<file path="config.mk">
export PLATFORM = sky130hd
export DESIGN_NAME = ws2812b_pixel_queue
export DESIGN_NICKNAME = d
export VERILOG_FILES = /design/src/rtl/ws2812b_pixel_queue.sv
export SDC_FILE = /design/constraint.sdc
export NUM_CORES = 1
export LEC_CHECK = 0
export ABC_AREA = 1
export BUFFER_PORTS_ARGS = -buffer_cell sky130_fd_sc_hd__buf_2
export CORE_MARGIN = 1
export CORE_UTILIZATION = 30
export DETAILED_ROUTE_END_ITERATION = 10
export HOLD_SLACK_MARGIN = 0.08
export PLACE_DENSITY = 0.51
export SYNTH_ARGS = -nofsm -noshare
export SYNTH_HDL_FRONTEND = slang
export SYNTH_SLANG_ARGS = --single-unit
</file>
<file path="constraint.sdc">
create_clock -name clk -period 3.1 [get_ports clk]
set_input_delay 0.31 -clock clk [delete_from_list [all_inputs] [get_ports clk]]
set_output_delay 0.31 -clock clk [all_outputs]
set_load 0.01 [all_outputs]
</file>
<file path="src/rtl/ws2812b_pixel_queue.sv">
// ws2812b_pixel_queue: run-length pixel FIFO feeding the ws2812b serializer.
// Each queued entry {colour, count, latch} expands into `count` pixel
// transfers on the serializer's valid/ready/latch handshake.
// Optional feature macro: WS2812B_PIXEL_QUEUE_DIM_EN (per-channel dim shift at pop).
//
// state | meaning
// IDLE  | no pixel offered, waiting for a queued entry and led_ready
// SEND  | pixel offered (led_valid=1), waiting for led_ready to drop
// GAP   | pixel taken, waiting for led_ready to return before the next one
module ws2812b_pixel_queue #(
  parameter int DEPTH   = 8,
  parameter int COLOR_W = 24,
  parameter int CNT_W   = 6
) (
  input  logic                       clk,
  input  logic                       reset,
  input  logic                       in_valid,
  output logic                       in_ready,
  input  logic [COLOR_W-1:0]         in_color,
  input  logic [CNT_W-1:0]           in_count,
  input  logic                       in_latch,
  input  logic                       flush,
  output logic [COLOR_W-1:0]         led_data,
  output logic                       led_valid,
  output logic                       led_latch,
  input  logic                       led_ready,
  output logic [$clog2(DEPTH):0]     level,
  output logic                       busy,
`ifdef WS2812B_PIXEL_QUEUE_DIM_EN
  input  logic [1:0]                 dim,
`endif
  output logic                       overflow
);

  localparam int PW = $clog2(DEPTH);
  localparam int LW = PW + 1;
  localparam int EW = COLOR_W + CNT_W + 1;

  typedef enum logic [1:0] {IDLE, SEND, GAP} state_t;

  state_t               r_state, w_state_nxt;
  logic [EW-1:0]        r_mem [DEPTH];
  logic [PW-1:0]        r_wr_ptr, r_rd_ptr;
  logic [LW-1:0]        r_level;
  logic                 r_overflow;
  logic [COLOR_W-1:0]   r_led_data;
  logic                 r_led_valid, r_led_latch;
  logic [CNT_W-1:0]     r_remaining;
  logic                 r_act_latch;

  logic                 w_push, w_pop, w_resend, w_take;
  logic [EW-1:0]        w_head;
  logic [COLOR_W-1:0]   w_head_color;
  logic [CNT_W-1:0]     w_head_cnt;
  logic                 w_head_latch;

  assign in_ready     = (r_level != LW'(DEPTH));
  assign w_push       = in_valid & in_ready & ~flush & (in_count != '0);
  assign w_head       = r_mem[r_rd_ptr];
  assign w_head_cnt   = w_head[CNT_W:1];
  assign w_head_latch = w_head[0];

`ifdef WS2812B_PIXEL_QUEUE_DIM_EN
  function automatic logic [COLOR_W-1:0] f_dim(input logic [COLOR_W-1:0] c,
                                               input logic [1:0] s);
    logic [COLOR_W-1:0] r;
    r = c;
    for (int i = 0; i < COLOR_W / 8; i++) r[i*8 +: 8] = c[i*8 +: 8] >> s;
    return r;
  endfunction
  assign w_head_color = f_dim(w_head[EW-1:CNT_W+1], dim);
`else
  assign w_head_color = w_head[EW-1:CNT_W+1];
`endif

  // Next-state decode; flush suppresses any new pixel but lets SEND finish.
  always_comb begin
    w_state_nxt = r_state;
    w_pop       = 1'b0;
    w_resend    = 1'b0;
    w_take      = 1'b0;
    case (r_state)
      IDLE: begin
        if (!flush && r_level != '0 && led_ready) begin
          w_pop       = 1'b1;
          w_state_nxt = SEND;
        end
      end
      SEND: begin
        if (!led_ready) begin
          w_take      = 1'b1;
          w_state_nxt = GAP;
        end
      end
      GAP: begin
        if (flush) begin
          w_state_nxt = IDLE;
        end else if (led_ready) begin
          if (r_remaining != '0) begin
            w_resend    = 1'b1;
            w_state_nxt = SEND;
          end else if (r_level != '0) begin
            w_pop       = 1'b1;
            w_state_nxt = SEND;
          end else begin
            w_state_nxt = IDLE;
          end
        end
      end
      default: w_state_nxt = IDLE;
    endcase
  end

  // FIFO storage; contents need no reset since level gates every read.
  always_ff @(posedge clk) begin
    if (w_push) r_mem[r_wr_ptr] <= {in_color, in_count, in_latch};
  end

  // FIFO pointers, occupancy and sticky overflow.
  always_ff @(posedge clk) begin
    if (reset || flush) begin
      r_wr_ptr   <= '0;
      r_rd_ptr   <= '0;
      r_level    <= '0;
      r_overflow <= 1'b0;
    end else begin
      if (w_push) r_wr_ptr <= r_wr_ptr + PW'(1);
      if (w_pop)  r_rd_ptr <= r_rd_ptr + PW'(1);
      if (w_push && !w_pop)      r_level <= r_level + LW'(1);
      else if (!w_push && w_pop) r_level <= r_level - LW'(1);
      if (in_valid && !in_ready) r_overflow <= 1'b1;
    end
  end

  // State register plus the registered pixel interface and active entry.
  always_ff @(posedge clk) begin
    if (reset) begin
      r_state     <= IDLE;
      r_led_data  <= '0;
      r_led_valid <= 1'b0;
      r_led_latch <= 1'b0;
      r_remaining <= '0;
      r_act_latch <= 1'b0;
    end else begin
      r_state <= w_state_nxt;
      if (w_pop) begin
        r_led_valid <= 1'b1;
        r_led_data  <= w_head_color;
        r_led_latch <= w_head_latch & (w_head_cnt == CNT_W'(1));
        r_remaining <= w_head_cnt;
        r_act_latch <= w_head_latch;
      end else if (w_resend) begin
        r_led_valid <= 1'b1;
        r_led_latch <= r_act_latch & (r_remaining == CNT_W'(1));
      end else if (w_take) begin
        r_led_valid <= 1'b0;
        r_remaining <= r_remaining - CNT_W'(r_remaining != '0);
      end
      if (flush) begin
        r_remaining <= '0;
        r_act_latch <= 1'b0;
      end
    end
  end

  assign led_data  = r_led_data;
  assign led_valid = r_led_valid;
  assign led_latch = r_led_latch;
  assign level     = r_level;
  assign overflow  = r_overflow;
  assign busy      = (r_state != IDLE) || (r_level != '0);

endmodule

</file>
# Word-level counts from Yosys, hierarchy flattened
# Memories as Yosys holds them, arrays and structs flattened. A register that Yosys moved wholly into a read port is not among the register bits.
# Cells that the tools add are included.
[op_classes]
n_addsub = 5
n_eq_ne = 9
n_mux = 33
bitwise_logic = 6
reduce_logical = 23
[op_table]
columns = ["op", "n"]
rows = [
  ["$mux 1", 20],
  ["$mux 6", 3],
  ["$eq 6x1->1 const B", 2],
  ["$reduce_bool 6->1", 2],
  ["$mux 2", 4],
  ["$mux 4", 2],
  ["$reduce_bool 2->1", 4],
  ["$add 3x1->3 const B", 2],
  ["$mux 3", 2],
  ["$ne 2x2->1 const B", 3],
  ["$pmux 2 s3", 1],
  ["$sub 6x1->6", 1],
  ["$and 1x1->1", 5],
  ["$logic_and 1x1->1", 5],
  ["$add 4x1->4 const B", 1],
  ["$logic_not 1->1", 4],
  ["$ne 4x4->1 const B", 1],
  ["$reduce_bool 4->1", 1],
  ["$sub 4x1->4 const B", 1],
  ["$ne 3x3->1 const B", 1],
  ["$reduce_and 3->1", 1],
  ["$reduce_bool 3->1", 1],
  ["$eq 2x1->1 const B", 1],
  ["$eq 2x2->1 const B", 1],
  ["other kinds (6)", 7],
]
[word_totals]
regBits = 46
ramBits = 248
input_bits = 36
out_inout_bits = 33
elab_cells = 87
mem_count = 1
[memory_table]
columns = ["name", "depth", "width", "rd", "rd_clocked_by_memory_dff", "write_ports", "line_no", "rtl"]
rows = [
  ["r_mem", 8, 31, 1, 1, 1, "42", "logic [EW-1:0] r_mem [DEPTH];"],
]

# Depth between registers and ports, before layout
# Gate-level depths: netlist of run 1.
[depth]
depth_word = 9
depth_mapped = 18
depth_no_buf = 17

# Worst setup path after synthesis of run 1
# OpenSTA, ideal clock, no wires.
[synth_path]
path_type = "register to register"
startpoint = "register r_level[0] (netlist: level[0])"
endpoint = "memory r_mem[0][0] (netlist bit), enable pin"
setup_time_ns = 0.419
arrival_time_ns = 2.468
required_ns = 2.681
path_slack_ns = 0.213
path_stages_with_launch = 7
path_buffers = 0
period_less_slack_ns = 2.887
cell_sequence = "dfxtp_1 nor2_1 nand3_1 nand4_1 inv_1 nand2_1 nor2_1"
[synth_between]
elab_chain_cells = 6
[synth_rtl]
columns = ["element", "line_no", "rtl"]
rows = [
  ["start, declared", "44", "logic [LW-1:0] r_level;"],
  ["start signal, assigned", "129", "if (w_push && !w_pop) r_level <= r_level + LW'(1);"],
  ["start signal, assigned", "130", "else if (!w_push && w_pop) r_level <= r_level - LW'(1);"],
  ["$ne 4x4->1", "57", "assign in_ready = (r_level != LW'(DEPTH));"],
  ["net in_ready", "18", "output logic in_ready,"],
  ["$and 1x1->1 (3 in a row)", "58", "assign w_push = in_valid & in_ready & ~flush & (in_count != '0);"],
  ["net w_push", "51", "logic w_push, w_pop, w_resend, w_take;"],
  ["$mux 1", "116", "if (w_push) r_mem[r_wr_ptr] <= {in_color, in_count, in_latch};"],
  ["$mux 1 (implied by the code)", "116", ""],
  ["end, declared", "42", ""],
]
# The timed path passes the listed nets, and every way through them passes these cells.

# Worst setup path after layout of run 1
[layout_path]
startpoint = "input port in_count[2]"
endpoint = "register r_level[3] (netlist: level[3])"
[layout_between]
elab_chain_cells = 5
elab_cells_between_ends = 7
classes_between = "mux (1); bitwise (1); reduce/logical (5)"
[layout_rtl]
columns = ["element", "line_no", "rtl"]
rows = [
  ["start, declared", "20", "input logic [CNT_W-1:0] in_count,"],
  ["$reduce_bool 6->1 (*)", "58", ""],
  ["$and 1x1->1 (*)", "58", ""],
  ["net w_push", "51", ""],
  ["$logic_not 1->1", "130", ""],
  ["$logic_and 1x1->1", "130", ""],
  ["$reduce_bool 2->1 (no source line)", "-", ""],
]
# Mark *: on every way through the listed nets, which the timed path passes. The rest lies on a longest branch.
# A chain may end at the register's enable or synchronous reset.

==> results.sh, run 1 <==
export IMPL_status="finished, final reports clean"
export IMPL_timing_rr_start="level[0]"
export IMPL_initial_core_util=0.305
export IMPL_finClkSkew_ns=0.0251
export IMPL_grt_pass1_wl_um=45200
export IMPL_final_seq_area_um2=8430
export IMPL_fin_crit_ns=2.49
export IMPL_syn_inst=1009
export IMPL_mostFrequentLayoutCell="edfxtp_1"
export IMPL_fin_nets=1141
export IMPL_post_route_period_util=0.803
export IMPL_die_h_um=200
export IMPL_worstPathRequired_ns=3.49
export IMPL_ir_drop_mv=0.303
export IMPL_worstMarginPinSlew_ns=0.851
export IMPL_hold_violations=0
export IMPL_multi_input_area_um2=2850
export IMPL_insertion_delay_ns=0.53
export IMPL_postSynthAreaPerCell_um2=11.7
export IMPL_fin_cells=1642
export IMPL_gp_congestion=0.783
export IMPL_final_cell_mix="248 x edfxtp_1, 163 x nand2_1, 128 x o21ai_0"
export IMPL_cts_htree_levels=2
export IMPL_n_fill_cell=3819
export IMPL_fp_dieW_um=200
export IMPL_core_rowCount=72
export IMPL_grt_start_max_net_pins=69
export IMPL_worstSetupEndpointType="register"
export IMPL_cts_buffer_depth=3
export IMPL_clkTransAtPathRegs_ns=0.06
export IMPL_synth_ff_latch_count=297
export IMPL_grt_pass1_vias=7661
export IMPL_drc=0
export IMPL_first_pass_iters=6
export IMPL_layout_drive_gt1_share=0.149
export IMPL_startpoint_type="primary input"
export IMPL_power_density_nw_per_um2=638
export IMPL_cp_startpoint="in_count[2]"
export IMPL_fin_area_um2=14100
export IMPL_design_core_area_um2=38700
export IMPL_setup_viol=0
export IMPL_die_area_um2=40200
export IMPL_worstPathArrival_ns=2.88
export IMPL_tns_ns=0
export IMPL_cts_root_buf="clkbuf_16"
export IMPL_vias=7797
export IMPL_wl_per_cell_um=17.7
export IMPL_cts_sinks=297
export IMPL_r2r_end="level[3]"
export IMPL_port_buffer_count=68
export IMPL_antenna_found_initial=1
export IMPL_synth_cell_types=34
export IMPL_total_leakage_power_nw=5.11
export IMPL_drt_vias_per_instance=4.75
export IMPL_wirelength_um=29100
export IMPL_rsz0062_at_grt="false"
export IMPL_post_cts_buffers=0
export IMPL_synth_top_cell_area_share=0.630
export IMPL_ioPinCount=69
export IMPL_synthTopCellsByArea="edfxtp_1 63%, dfxtp_1 8.3%, o21ai_0 5.4%, nand2_1 5.2%, nor2_1 4.1%"
export IMPL_placed_cells=1564
export IMPL_synth_warning_count=0
export IMPL_yosysTopAreaCell="edfxtp_1"
export IMPL_syn_nets=1053
export IMPL_postRouteAntennaNets=0
export IMPL_ff2ff_setup_slack_ns=0.67
export IMPL_reg2reg_depth=16
export IMPL_dpl_hpwl_um=16900
export IMPL_cts_tree="built"
export IMPL_cp_endpoint="level[3]"
export IMPL_numCtsBuffers=34
export IMPL_drv_slew=0
export IMPL_fmax_mhz=402
export IMPL_netlist_area_um2=11800
export IMPL_hold_class="primary input to register"
export IMPL_critPathMaxFanout=9
export IMPL_totalPowerFinal_mw=9.00
export IMPL_post_cts_resized=0
export IMPL_yosysSeqAreaShare=0.713
export IMPL_drt_iter0_drc=634
export IMPL_cap_violations=0
export IMPL_grt_overflow=0
export IMPL_grtUsageTotal=0.145
export IMPL_area_growth_pct=19.4
export IMPL_dpl_cell_area_um2=12800
export IMPL_crit_type="primary input to register"
export IMPL_maxSlewHeadroom=0.429
export IMPL_min_path_cells=1
export IMPL_post_route_util=0.364
-- area by class of cell --
class / count / area share
tap: 518 / 0.0459
clock buffer: 45 / 0.0661
multi-input combinational: 587 / 0.202
antenna: 1 / 0.000177
sequential: 297 / 0.598
timing repair buffer: 107 / 0.0520
clock inverter: 17 / 0.0171
inverter: 70 / 0.0190
-- metal layers --
| layer | GRT usage | vias to the layer above | part of all wire | wire (um) |
|---|---|---|---|---|
| met3 | 0.0224 | 44 | 0.043 | 1260 |
| met2 | 0.238 | 170 | 0.48 | 13800 |
| met4 | 0.0428 | 0 | 0.021 | 621 |
| met1 | 0.197 | 3833 | 0.46 | 13400 |
| met5 | 0 | - | 0 | 0 |
| li1 | - | 3750 | - | - |
-- power breakdown --
| group | switching [mW] | leakage [nW] | internal (mW) | total, mW |
|---|---|---|---|---|
| clock network | 1.62 | 0.578 | 2.57 | 4.19 |
| logic | 0.268 | 1.89 | 0.132 | 0.400 |
| registers | 0.0290 | 2.64 | 4.38 | 4.41 |
-- cells by family after synthesis --
group | share of synthesized area
AOI/OAI and AO/OA | 0.102
xor gates and xnor gates | 0.00297
and+or+nand+nor | 0.122
buffers and inverters | 0.0504
adders and majority gates | 0.00911
DFF | 0.713
-- stage by stage --
| stage | setup slack, ns | hold slack (ns) |
|---|---|---|
| 2_1_floorplan | 0.213 | 0.379 |
| 3_3_place_gp | 0.585 | 0.447 |
| 3_5_place_dp | 0.603 | 0.446 |
| 4_1_cts | 0.600 | 0.0805 |
| 5_1_grt | 0.440 | 0.0889 |
| 6_report | 0.611 | 0.0907 |
-- flip-flops by register name, summed over array words and instances (netlist names), named ones only --
| signal | flops |
|---|---|
| r_mem | 248 |
| led_data | 24 |
| r_remaining | 6 |
| level | 4 |
| r_rd_ptr | 3 |
| r_wr_ptr | 3 |
| r_state | 2 |
| led_latch | 1 |
| led_valid | 1 |
| overflow | 1 |
| r_act_latch | 1 |
-- cells in the mapped netlist --
cell type,count
inv_6,1
inv_2,3
nor2_4,1
or2_1,1
nand3b_1,1
buf_6,6
buf_1,1
buf_4,12
clkbuf_1,27
o22ai_1,48
nand3_2,3
nor2_2,2
nor3_2,1
xor2_1,3
nor3_1,1
fa_1,1
dfxtp_1,49
buf_2,7
nand4_1,3
ha_1,7
o21ai_1,2
buf_8,2
inv_1,64
a21oi_1,12
a211oi_1,1
edfxtp_1,248
nand3_1,48
nand2_1,163
nor2_1,129
xnor2_1,1
or2_2,1
clkinv_1,2
o21ai_0,128
a31oi_1,30
-- worst min-delay path by stage --
stage	slack, ns	from	endpoint
finish	0.09	in_color[4]	r_mem[5][11]
global route	0.09	in_color[13]	r_mem[3][20]
CTS	0.08	in_color[13]	r_mem[3][20]
detailed placement	0.45	overflow	overflow
floorplan	0.38	reset	r_state[1]
global placement	0.45	overflow	overflow
-- what timing repair did --
action                                  in CTS  in global routing
hold buffers                                15                  0
endpoints found under the hold margin      107                  0
endpoints found under the setup margin       0                  0
-- critical path, cell delays in order --
cell and delay, ns:
dlygate4sd3_1 0.53, buf_2 0.17, nor2_1 0.12, nand3_1 0.14
nand4_1 0.22, inv_1 0.12, ha_1 0.24, inv_1 0.12
ha_1 0.24, nand2_1 0.06, nand2_1 0.04, a21oi_1 0.15
nor2_1 0.06, nor2_1 0.08, nand2_1 0.07, o21ai_0 0.15
a21oi_1 0.05
Note: power is estimated with default switching activity, not from simulation.
==> run 2, diff against run 1 <==
ABC_AREA = 0   (was 1)
clock period = 2.4 ns   (was 3.1 ns; I/O delays follow)
==> run 2 against run 1 <==
Cell count fell by 23%; die area down 4.0%; design area shrank 0.76%; largest cell class unchanged; utilization is 1.6 points higher; global-route usage is 1.4 points lower; the run now ends with negative setup slack left; largest power group unchanged; first-iteration DRC count fell by 57%; synthesized cell count decreased by 42%; synthesized area down 4.0%.
==> results.sh, run 2 <==
export IMPL_numCtsBuffers=30
export IMPL_totalPowerFinal_mw=10.6
export IMPL_design_core_area_um2=36900
export IMPL_area_growth_pct=23.5
export IMPL_fin_area_um2=14000
export IMPL_synth_warning_count=0
export IMPL_largest_register="r_mem"
export IMPL_grt_start_max_net_pins=56
export IMPL_rsz0062_at_grt="true"
export IMPL_worstPathArrival_ns=2.93
export IMPL_cap_violations=0
export IMPL_total_leakage_power_nw=4.42
export IMPL_grt_pass1_wl_um=37900
export IMPL_mostFrequentLayoutCell="edfxtp_1"
export IMPL_yosysSeqAreaShare=0.743
export IMPL_critPathSlowestCell="or4_4"
export IMPL_drc=0
export IMPL_fin_nets=776
export IMPL_ir_drop_mv=0.565
export IMPL_final_cell_mix="248 x edfxtp_1, 68 x buf_2, 62 x mux4_2"
export IMPL_min_to="r_state[0]"
export IMPL_drt_vias_per_instance=4.64
export IMPL_clkTransAtPathRegs_ns=0.06
export IMPL_yosysMostFrequentCell="edfxtp_1"
export IMPL_grt_overflow=0
export IMPL_wl_per_cell_um=19.7
export IMPL_slowest_delay_ns=0.56
export IMPL_hold_violations=0
export IMPL_core_rowCount=70
export IMPL_fmax_mhz=409
export IMPL_die_area_um2=38600
export IMPL_crit_type="register to register"
export IMPL_ff2ff_setup_slack_ns=-0.05
export IMPL_hold_class="primary input to register"
export IMPL_initial_core_util=0.307
export IMPL_largest_register_ffs=248
export IMPL_antenna_found_initial=0
export IMPL_dpl_hpwl_um=13900
export IMPL_num_antenna_cells=0
export IMPL_postSynthAreaPerCell_um2=19.2
export IMPL_worstSetupEndpointType="register"
export IMPL_syn_inst=590
export IMPL_critPathMaxFanout=3
export IMPL_synth_top_cell_area_share=0.657
export IMPL_fin_cells=1259
export IMPL_syn_nets=634
export IMPL_ioPinCount=69
export IMPL_cts_buffer_depth=3
export IMPL_yosysTopAreaCell="edfxtp_1"
export IMPL_first_pass_iters=4
export IMPL_post_route_util=0.380
export IMPL_port_buffer_count=68
export IMPL_cts_sinks=297
export IMPL_synth_cell_types=42
export IMPL_async_flop_share=0
export IMPL_gp_congestion=0.739
export IMPL_synthTopCellsByArea="edfxtp_1 66%, mux4_2 12%, dfxtp_1 8.7%, mux2i_1 2.6%, a211oi_1 1.9%"
export IMPL_insertion_delay_ns=0.56
export IMPL_worstPathRequired_ns=2.88
export IMPL_placed_cells=1167
export IMPL_setup_viol=1
export IMPL_worstPathCellList="or4_4 -> nand3_4 -> nor2_4 -> inv_4 -> ha_4 -> inv_4 -> ha_4 -> a21o_1 -> a21oi_2 -> xnor2_1 -> or3_1 -> a21oi_1"
export IMPL_cts_tree="built"
export IMPL_die_h_um=196
export IMPL_startpoint_type="register"
export IMPL_min_from="flush"
export IMPL_maxSlewHeadroom=0.537
export IMPL_drv_slew=0
export IMPL_wirelength_um=24800
export IMPL_fp_dieW_um=196
export IMPL_min_path_cells=4
export IMPL_synthFlopType="edfxtp_1"
export IMPL_status="complete, but fails checks"
export IMPL_grtUsageTotal=0.131
export IMPL_power_density_nw_per_um2=759
export IMPL_synth_edf_count=248
export IMPL_synth_ff_latch_count=297
export IMPL_postRouteAntennaNets=0
export IMPL_reg2reg_depth=12
export IMPL_worstMarginPinSlew_ns=0.694
export IMPL_cts_htree_levels=1
export IMPL_r2r_end="level[3]"
export IMPL_layout_setup_ws_ns=-0.0463
export IMPL_synth_commonest_cells="248 x edfxtp_1, 62 x mux4_2, 49 x dfxtp_1"
export IMPL_finClkSkew_ns=0.0209
export IMPL_violations="negative setup slack"
export IMPL_cts_root_buf="clkbuf_16"
export IMPL_netlist_area_um2=11300
export IMPL_timing_rr_start="level[1]"
export IMPL_dpl_cell_area_um2=12700
export IMPL_layout_drive_gt1_share=0.326
export IMPL_post_route_period_util=1.02
export IMPL_grt_pass1_vias=6401
export IMPL_tns_ns=-0.0463
export IMPL_vias=5847
export IMPL_fin_crit_ns=2.45
export IMPL_drt_iter0_drc=271
-- run 2: logic make-up after synthesis --
logic type | share of synthesized area
XOR/XNOR | 0.00695
adder cells (fa/ha/maj) | 0.00949
multiplexers | 0.154
buffers and inverters | 0.0157
AND/OR/NAND/NOR | 0.0391
AO/OA/AOI/OAI | 0.0318
flip-flops | 0.743
-- run 2: critical path, delay by kind of cell, from the launching register on --
| family | cells | cell delay [ns] |
|---|---|---|
| compound gates | 3 | 0.45 |
| simple gates | 4 | 1.03 |
| xor+xnor | 1 | 0.09 |
| flops | 1 | 0.35 |
| buf+inv | 2 | 0.11 |
| fa+ha+maj | 2 | 0.33 |
-- run 2: per-stage QoR --
stage / hold slack [ns] / worst slack (ns)
5_1_grt: 0.176 / -0.158
3_5_place_dp: 0.456 / -0.0607
4_1_cts: 0.136 / -0.0406
6_report: 0.168 / -0.0463
2_1_floorplan: 0.319 / -0.0187
3_3_place_gp: 0.447 / 0.00925
-- run 2: layout make-up --
| cell class | instances | area, um2 |
|---|---|---|
| Clock buffer | 38 | 781 |
| Fill cell | 3393 | 22900 |
| Timing Repair Buffer | 140 | 1060 |
| Sequential cell | 297 | 8440 |
| Inverter | 6 | 27.5 |
| Clock inverter | 17 | 155 |
| Tap cell | 504 | 631 |
| Multi-Input combinational cell | 257 | 2900 |
-- run 2: worst max path at each step --
stage	start	to	cells after the start
after floorplan	level[3]	r_mem[5][0]	4
after global placement	level[0]	level[3]	12
after detailed placement	level[0]	level[3]	12
after CTS	level[1]	level[3]	12
after global routing	level[1]	level[3]	12
final	level[1]	level[3]	12
-- run 2: power by group --
part | internal, mW | switching, mW | leakage, nW
clock network | 2.52 | 1.88 | 0.449
logic | 0.255 | 0.299 | 1.33
registers | 5.65 | 0.0378 | 2.64
-- run 2: what timing repair did --
item | 4_1_cts | 5_1_grt
endpoints found under the setup margin | 1 | 2
endpoints found under the hold margin | 251 | 0
setup buffers | 4 | 0
resized for setup | 0 | 1
pin swaps | 5 | 1
hold buffers | 33 | 0
-- run 2: metal layers --
| metal | track usage | vias up | share of wire |
|---|---|---|---|
| li1 | - | 2661 | - |
| met1 | 0.173 | 3038 | 0.45 |
| met2 | 0.223 | 117 | 0.50 |
| met3 | 0.0233 | 31 | 0.041 |
| met4 | 0.0289 | 0 | 0.015 |
| met5 | 0 | - | 0 |
